===== config.mk =====
export PLATFORM = sky130hd
export DESIGN_NAME = fetch_stage
export DESIGN_NICKNAME = d
export VERILOG_FILES = /design/src/rtl/fetch_stage.sv
export SDC_FILE = /design/constraint.sdc
export NUM_CORES = 1
export LEC_CHECK = 0
export CAP_MARGIN = 20
export CORE_ASPECT_RATIO = 0.75
export CORE_MARGIN = 3
export CORE_UTILIZATION = 42
export CTS_CLUSTER_DIAMETER = 60
export CTS_CLUSTER_SIZE = 10
export DETAILED_ROUTE_END_ITERATION = 7
export GPL_ROUTABILITY_DRIVEN = 0
export GPL_TIMING_DRIVEN = 0
export PLACE_DENSITY = 0.87
export SETUP_SLACK_MARGIN = 0.02
export SLEW_MARGIN = 15
export SYNTH_ARGS = -nofsm -noshare
export SYNTH_HDL_FRONTEND = slang
export SYNTH_SLANG_ARGS = --single-unit

===== constraint.sdc =====
create_clock -name clk_phase1_i -period 2 [get_ports clk_phase1_i]
set_input_delay 0.2 -clock clk_phase1_i [delete_from_list [all_inputs] [get_ports clk_phase1_i]]
set_output_delay 0.2 -clock clk_phase1_i [all_outputs]
set_load 0.005 [all_outputs]

===== src/rtl/fetch_stage.sv =====
// Instruction fetch stage: program counter, next-PC selection and the IF/ID
// pipeline register, sequenced by a small BOOT/RUN/HALT controller.
//
// state | meaning
// ------+----------------------------------------------------------------
// BOOT  | first cycle after reset: PC pinned to RESET_PC, bubble into IF/ID
// RUN   | normal fetch: redirect > stall > PC+1, IF/ID loads or bubbles
// HALT  | halt word seen: PC frozen, bubbles each cycle, redirect resumes
//
// Optional feature macro: FETCH_HALT_DETECT_EN enables entry into HALT when
// the all-ones instruction word is fetched. Without it HALT is unreachable
// and halted_q is tied low.

`ifndef MEM_ADDR_WIDTH
`define MEM_ADDR_WIDTH 32
`endif
`ifndef DATA_WIDTH
`define DATA_WIDTH 32
`endif

module fetch_stage #(
    parameter logic [`MEM_ADDR_WIDTH-1:0] RESET_PC = 32'h0000_0000,
    parameter logic [`DATA_WIDTH-1:0]     NOP_WORD = 32'h0000_0000
) (
    input  logic                       clk_phase1_i,
    input  logic                       rst_n_i,
    input  logic                       stall_i,
    input  logic                       flush_i,
    input  logic                       redirect_i,
    input  logic [`MEM_ADDR_WIDTH-1:0] redirect_pc_i,
    output logic [`MEM_ADDR_WIDTH-1:0] ins_addr_o,
    input  logic [`DATA_WIDTH-1:0]     ins_data_i,
    output logic [`MEM_ADDR_WIDTH-1:0] ifid_pc_q,
    output logic [`MEM_ADDR_WIDTH-1:0] ifid_pc_plus1_q,
    output logic [`DATA_WIDTH-1:0]     ifid_ins_q,
    output logic                       ifid_valid_q,
    output logic                       halted_q
);

    typedef enum logic [1:0] {
        BOOT = 2'd0,
        RUN  = 2'd1,
        HALT = 2'd2
    } state_t;

    state_t                     state_q;
    logic [`MEM_ADDR_WIDTH-1:0] pc_q;
    logic [`MEM_ADDR_WIDTH-1:0] pc_plus1;

    // Word addressing: sequential successor wraps naturally at the top.
    assign pc_plus1   = pc_q + `MEM_ADDR_WIDTH'(1);

    // Memory address comes straight from the PC register; no input reaches it.
    assign ins_addr_o = pc_q;

`ifndef FETCH_HALT_DETECT_EN
    assign halted_q = 1'b0;
`endif

    // Controller, PC and IF/ID register update.
    always_ff @(posedge clk_phase1_i or negedge rst_n_i) begin
        if (!rst_n_i) begin
            state_q         <= BOOT;
            pc_q            <= RESET_PC;
            ifid_pc_q       <= '0;
            ifid_pc_plus1_q <= '0;
            ifid_ins_q      <= NOP_WORD;
            ifid_valid_q    <= 1'b0;
`ifdef FETCH_HALT_DETECT_EN
            halted_q        <= 1'b0;
`endif
        end else begin
            case (state_q)
                BOOT: begin
                    // Stall and redirect are ignored for this single cycle.
                    pc_q         <= RESET_PC;
                    ifid_ins_q   <= NOP_WORD;
                    ifid_valid_q <= 1'b0;
                    state_q      <= RUN;
                end

                RUN: begin
                    if (redirect_i) begin
                        pc_q <= redirect_pc_i;
                    end else if (!stall_i) begin
                        pc_q <= pc_plus1;
                    end

                    // Bubble keeps the PC fields so downstream sees stable values.
                    if (redirect_i || flush_i) begin
                        ifid_ins_q   <= NOP_WORD;
                        ifid_valid_q <= 1'b0;
                    end else if (!stall_i) begin
                        ifid_pc_q       <= pc_q;
                        ifid_pc_plus1_q <= pc_plus1;
                        ifid_ins_q      <= ins_data_i;
                        ifid_valid_q    <= 1'b1;
`ifdef FETCH_HALT_DETECT_EN
                        // The halt word itself is still delivered as valid.
                        if (ins_data_i == {`DATA_WIDTH{1'b1}}) begin
                            state_q  <= HALT;
                            halted_q <= 1'b1;
                        end
`endif
                    end
                end

                HALT: begin
                    ifid_ins_q   <= NOP_WORD;
                    ifid_valid_q <= 1'b0;
                    if (redirect_i) begin
                        pc_q     <= redirect_pc_i;
                        state_q  <= RUN;
`ifdef FETCH_HALT_DETECT_EN
                        halted_q <= 1'b0;
`endif
                    end
                end

                default: begin
                    state_q      <= BOOT;
                    ifid_ins_q   <= NOP_WORD;
                    ifid_valid_q <= 1'b0;
                end
            endcase
        end
    end

endmodule

==> impl_metrics.py, run 1 <==
metrics = {
    "outcome": {
        "status": "finished, violations left",
        "violations": "setup timing",
    },
    "worst_setup_path": {
        "cpPeakStageDelay_ps": 600,
        "crit_buf_inv": 1,
        "endpoint_kind": "flip-flop",
        "path_depth": 6,
        "cp_slowest_cell": "or4_4",
        "critPathKind": "flip-flop to flip-flop",
        "r2r-end": "ifid_pc_plus1_q[25]$_DFFE_PN0P_",
        "reg2reg_from": "ins_addr_o[11]$_DFFE_PN0P_",
        "r2r_slack_ps": -120,
        "crit_top_cell": "or4_4",
        "crit_path_cell_trace": "buf_6 -> nand4_1 -> or4_4 -> or4_4 -> xor2_4 -> o21ai_2",
        "required_ps": 2340,
        "cp_top_family": "simple AND/OR/NAND/NOR gates",
        "cp_max_fo": 3,
        "critPathLaunchType": "flip-flop",
        "r2r_cells": 6,
        "cp.arrival_ps": 2460,
    },
    "drt": {
        "route.met2.wl_mm": 9.07,
        "first_pass_iters": 5,
        "m1WireLength_mm": 8.60,
        "num_vias": 5791,
        "met3_length_mm": 1.81,
        "post_drt_via_cell_ratio": 5.36,
        "drtAntennaViolNets": 0,
        "finalWirelength_mm": 20.1,
        "drc": 0,
        "drt_iter0_drc": 433,
        "wl_per_cell_um": 18.6,
        "highest_layer": "met4",
    },
    "clock_tree": {
        "clock_latency_ps": 420,
        "numCtsBuffers": 17,
        "root_buffer": "clkbuf_16",
        "cts_htree_levels": 4,
        "clkTransAtPathRegs_ps": 60,
        "cts_tree": "done",
        "clkSinkCount": 130,
        "clockBufferDepth": 2,
    },
    "sta": {
        "fin_worst_skew_ps": 7.71,
        "min_period_ps": 2120,
        "layout_setup_ws_ps": -121,
        "worst-slew-pin-transition_ps": 990,
        "setup_viol": 4,
        "hold_viol": 0,
        "max_clock_freq_ghz": 0.472,
        "relSlewSlack_pct": 34.0,
        "whs_ps": 342,
        "rsz0062_at_grt": "yes",
        "drv_slew": 0,
        "fin_crit_sh_pct": 106,
    },
    "floorplanning": {
        "die_area_sq_um": 15900,
        "io_pins": 199,
        "die-height_um": 110,
        "coreArea_sq_um": 13900,
        "rows": 37,
        "fp.dieW_um": 145,
        "start_util_pct": 43.6,
    },
    "grt": {
        "track_usage_pct": 25.5,
        "grt_antenna_before_repair": 0,
        "grt_overflow": 0,
        "grt_pass1_vias": 5830,
        "grt_max_degree": 68,
        "grt_first_pass_wirelength_mm": 31.1,
    },
    "finish": {
        "drive_above_1_share_pct": 13.4,
        "nets": 963,
        "fillCellCount": 1094,
        "n_antenna_cell": 0,
        "syn_to_final_growth_pct": 54.1,
        "finalNonFillerCells": 1080,
    },
    "synthesis": {
        "synth_nets": 727,
        "ys_types": 35,
        "syn_area_sq_um": 6050,
        "synth_warnings": 0,
        "synth-seq-cells": 130,
        "syn_area_per_cell_sq_um": 9.21,
        "synthCells": 657,
        "ys_seq_area_share_pct": 53.8,
    },
    "pwr": {
        "ir_worst_vdd_uv": 610,
        "p_leak_nw": 4.12,
        "cellPowerDensity_nw_per_um2": 782,
    },
    "place": {
        "hpwl_mm": 13.7,
        "place_inst": 1029,
        "io_buffers": 195,
    },
    "worst_hold_path": {
        "hold_path_depth": 5,
        "min-delay-start": "redirect_i",
        "holdPathEnd": "ins_addr_o[25]$_DFFE_PN0P_",
        "min-delay-path-class": "input pin to flip-flop",
    },
    "flow_run": {
        "cap_violations": 0,
    },
}
==> power breakdown <==
group	total, mW	internal, mW	leakage [nW]	switching (mW)
clock	2.87	1.72	0.269	1.15
sequential	3.09	2.89	1.72	0.205
combinational	1.33	0.771	2.13	0.556
total	7.29	5.38	4.12	1.91
==> cells by family after synthesis <==
group	after synthesis	share of synthesized area (%)
mux	33	5.46
fa+ha+maj	1	0.207
flops	130	53.8
compound gates	103	9.08
buf+inv	59	3.97
simple gates	277	19.9
other cells	2	0.124
xor+xnor	52	7.53
==> cell usage in the layout (no fill, tap or decap), types with 7 or more instances in the layout <==
cell type / count
dfrtp_1: 118
nand4_1: 10
clkbuf_16: 17
clkbuf_2: 7
clkdlybuf4s50_1: 194
xnor2_1: 28
mux2i_1: 33
dfrtp_2: 12
nor2_1: 47
a21oi_1: 21
buf_4: 28
clkinv_2: 7
o21ai_0: 69
xor2_1: 19
nand2_1: 165
clkbuf_1: 27
nand3_1: 10
==> sequential cells by signal (all words and copies together), names as in the netlist <==
name	flops
ifid_ins_q	32
ifid_valid_q	1
ins_addr_o	32
ifid_pc_q	32
state_q	1
ifid_pc_plus1_q	32
==> worst reg2reg max path, stage by stage, from the launching register on <==
cell and delay (ps):
dfrtp_1 390, buf_6 120, nand4_1 150, or4_4 600, or4_4 470, xor2_4 180, o21ai_2 120
==> what timing repair did <==
action                     in CTS  in global routing
pin swaps                       9                 11
buffers inserted               22                  6
setup endpoints to repair      85                 84
hold endpoints to repair       66                  0
hold buffers                    1                  0
gates resized for setup        37                 46
==> through the flow <==
step                      instance area (sq um)  setup WS, ps  setup TNS (ps)  utilization [%]  power [mW]
final                                      9320          -121            -242             67.1        7.29
after global routing                       9320          -182           -1180             67.1        7.60
after CTS                                  9160         -99.6            -474             66.0        7.28
after detailed placement                   8310          -779          -40480             59.9        4.39
after global placement                     8280         -4470         -614790             59.6        4.35
after floorplan                            6110         -49.5           -96.0                -        3.52
==> worst max path at each step <==
stage	startpoint	to	slack (ps)
2_1_floorplan	ins_addr_o[11]$_DFFE_PN0P_	ifid_pc_plus1_q[25]$_DFFE_PN0P_	-50
3_3_place_gp	rst_n_i	ifid_ins_q[13]$_DFFE_PN0P_	-4470
3_5_place_dp	flush_i	ifid_pc_q[23]$_DFFE_PN0P_	-780
4_1_cts	ins_addr_o[12]$_DFFE_PN0P_	ifid_pc_plus1_q[25]$_DFFE_PN0P_	-100
5_1_grt	ins_addr_o[11]$_DFFE_PN0P_	ifid_pc_plus1_q[25]$_DFFE_PN0P_	-180
6_report	ins_addr_o[11]$_DFFE_PN0P_	ifid_pc_plus1_q[25]$_DFFE_PN0P_	-120
==> Yosys cell counts (all sizes together) <==
master   count  area share, %
clkbuf      44            2.8
and2         3           0.31
nor2b        1           0.10
nand3b       2           0.25
nand2      166             10
nor3         9           0.74
inv          6           0.37
a21oi       21            1.7
conb         2           0.12
xor2        23            3.3
or4          3           0.43
nand3       13            1.1
a21boi       1           0.12
nor2        47            2.9
ha           1           0.21
or3          3           0.31
nand4       11            1.2
o211a        4           0.66
xnor2       29            4.2
nor4         5           0.52
or2          3           0.31
o21ai       76            6.4
and3         6           0.62
and4         2           0.29
o2bb2ai      1           0.14
nand4b       3           0.43
mux2i       33            5.5
dfrtp      130             54
buf          9           0.81
==> layout make-up <==
type / instances / area, sq um / area share (%)
well taps: 175 / 219 / 2.35
inverters: 6 / 22.5 / 0.242
plain buffers: 47 / 279 / 2.99
clock inverters: 11 / 90.1 / 0.966
flip-flops and latches: 130 / 3270 / 35.1
clock buffers: 20 / 447 / 4.79
repair buffers: 223 / 2190 / 23.4
multi-input cells: 468 / 2810 / 30.2
==> per-layer routing <==
layer / vias to the layer above / track usage, %
met3: 41 / 7.96
met2: 262 / 38.6
met1: 2846 / 34.8
li1: 2642 / -
met5: - / 0
met4: 0 / 9.19
No activity file was read; power rests on OpenSTA's default activity.
==> run 2, diff against run 1 <==
Settings changed: CTS_CLUSTER_DIAMETER 60 to default, CTS_CLUSTER_SIZE 10 to 8, SLEW_MARGIN 15 to 20.
==> impl_metrics.py, run 2 (synthesis gave the netlist of run 1 again) <==
metrics = {
    "place": {
        "io_buffers": 195,
        "hpwl_mm": 13.7,
        "place_inst": 1029,
        "dp_slack_ps": -788,
    },
    "drt": {
        "drc": 0,
        "finalWirelength_mm": 19.9,
        "drtAntennaViolNets": 0,
        "wl_per_cell_um": 18.4,
        "first_pass_iters": 5,
        "drt_iter0_drc": 392,
        "post_drt_via_cell_ratio": 5.36,
        "num_vias": 5784,
    },
    "pwr": {
        "p_total_mw": 7.28,
        "cellPowerDensity_nw_per_um2": 783,
        "p_leak_nw": 4.11,
        "ir_worst_vdd_uv": 618,
    },
    "worst_setup_path": {
        "required_ps": 2340,
        "r2r_cells": 6,
        "cp_slowest_cell": "or4_4",
        "critPathKind": "flip-flop to flip-flop",
        "crit_path_cell_trace": "buf_6 -> nand4_1 -> or4_4 -> or4_4 -> xor2_4 -> o21ai_2",
        "cp.arrival_ps": 2510,
        "cp_max_fo": 3,
        "critPathLaunchType": "flip-flop",
        "r2r_slack_ps": -170,
        "crit_path_end": "ifid_pc_plus1_q[25]$_DFFE_PN0P_",
        "cpPeakStageDelay_ps": 610,
        "r2r-end": "ifid_pc_plus1_q[25]$_DFFE_PN0P_",
        "reg2reg_from": "ins_addr_o[11]$_DFFE_PN0P_",
        "endpoint_kind": "flip-flop",
        "startpoint": "ins_addr_o[11]$_DFFE_PN0P_",
        "crit_top_cell": "or4_4",
    },
    "finish": {
        "mostFrequentLayoutCells": "clkdlybuf4s50_1, nand2_1, dfrtp_1",
        "final_common_cell": "clkdlybuf4s50_1",
        "drive_above_1_share_pct": 13.0,
        "finalNonFillerCells": 1080,
        "fillCellCount": 1089,
        "syn_to_final_growth_pct": 53.8,
        "n_antenna_cell": 0,
        "nets": 963,
    },
    "floorplanning": {
        "die_area_sq_um": 15900,
        "start_util_pct": 43.6,
        "rows": 37,
        "io_pins": 199,
        "coreArea_sq_um": 13900,
        "fp.dieW_um": 145,
        "die-height_um": 110,
    },
    "clock_tree": {
        "clkSinkCount": 130,
        "clockBufferDepth": 2,
        "root_buffer": "clkbuf_16",
        "clkTransAtPathRegs_ps": 60,
        "clock_latency_ps": 410,
        "cts_htree_levels": 4,
        "numCtsBuffers": 17,
        "cts_tree": "done",
    },
    "worst_hold_path": {
        "min-delay-path-class": "input pin to flip-flop",
        "hold_path_depth": 3,
    },
    "grt": {
        "grt_pass1_vias": 5754,
        "grt_max_degree": 68,
        "track_usage_pct": 25.3,
        "grt_first_pass_wirelength_mm": 30.8,
        "grt_overflow": 0,
        "grt_antenna_before_repair": 0,
    },
    "sta": {
        "whs_ps": 327,
        "layout_setup_ws_ps": -171,
        "setup_viol": 11,
        "relSlewSlack_pct": 38.5,
        "drv_slew": 0,
        "fin_worst_skew_ps": 10.0,
        "setup_tns_ps": -680,
        "hold_viol": 0,
        "max_clock_freq_ghz": 0.461,
        "rsz0062_at_grt": "yes",
        "min_period_ps": 2170,
        "fin_crit_sh_pct": 109,
        "worst-slew-pin-transition_ps": 922,
    },
    "outcome": {
        "status": "finished, violations left",
        "violations": "setup timing",
    },
    "flow_run": {
        "cap_violations": 0,
    },
}
[run 2: power by group]
part           internal (mW)  switching (mW)  total [mW]
Combinational          0.770           0.551        1.32
Sequential              2.89           0.204        3.09
Clock                   1.72            1.15        2.87
Total                   5.38            1.90        7.28
[run 2: layer usage]
metal / wire (um) / vias up / global-route usage [%]
met2: 9000 / 281 / 38.8
li1: - / 2643 / -
met3: 1820 / 40 / 7.22
met5: 0 / - / 0
met1: 8470 / 2820 / 34.6
met4: 589 / 0 / 8.72
[run 2: worst min-delay path by stage]
stage / end / startpoint / slack, ps
after floorplan: ifid_ins_q[0]$_DFFE_PN0P_ / rst_n_i / -100
after global routing: ifid_pc_q[1]$_DFFE_PN0P_ / rst_n_i / 370
after detailed placement: ifid_pc_q[1]$_DFFE_PN0P_ / rst_n_i / 190
final: ins_addr_o[0]$_DFFE_PN0P_ / redirect_i / 330
after CTS: ins_addr_o[25]$_DFFE_PN0P_ / redirect_i / 320
after global placement: ifid_pc_q[4]$_DFFE_PN0P_ / ifid_pc_q[4]$_DFFE_PN0P_ / 460
[run 2: layout make-up]
| cell class | count | area [sq um] | area share, % |
|---|---|---|---|
| sequential | 130 | 3270 | 35.1 |
| tap | 175 | 219 | 2.35 |
| clock inverter | 11 | 90.1 | 0.968 |
| timing repair buffer | 223 | 2200 | 23.7 |
| buffer | 47 | 279 | 3.00 |
| clock buffer | 20 | 447 | 4.80 |
| inverter | 6 | 22.5 | 0.242 |
| multi-input combinational | 468 | 2780 | 29.9 |
[run 2: worst max-delay path: cells and delay by family (launching register included)]
kind                   cells  cell delay [ps]
AO/OA/AOI/OAI              1              120
XOR/XNOR                   1              180
buffers and inverters      1              120
flip-flops                 1              410
AND/OR/NAND/NOR            3             1250
[run 2: what timing repair did]
| item | in CTS | in global routing |
|---|---|---|
| cloned | 0 | 0 |
| resized for setup | 37 | 40 |
| hold buffers | 1 | 0 |
| setup buffers | 20 | 7 |
| pin swaps | 9 | 9 |
| endpoints found under the hold margin | 66 | 0 |
| endpoints found under the setup margin | 85 | 83 |
[run 2: metrics by stage]
stage | instance area, sq um | utilization, %
after floorplan | 6110 | -
after global placement | 8280 | 59.6
after detailed placement | 8320 | 59.9
after CTS | 9150 | 65.9
after global routing | 9310 | 67.0
final | 9310 | 67.0
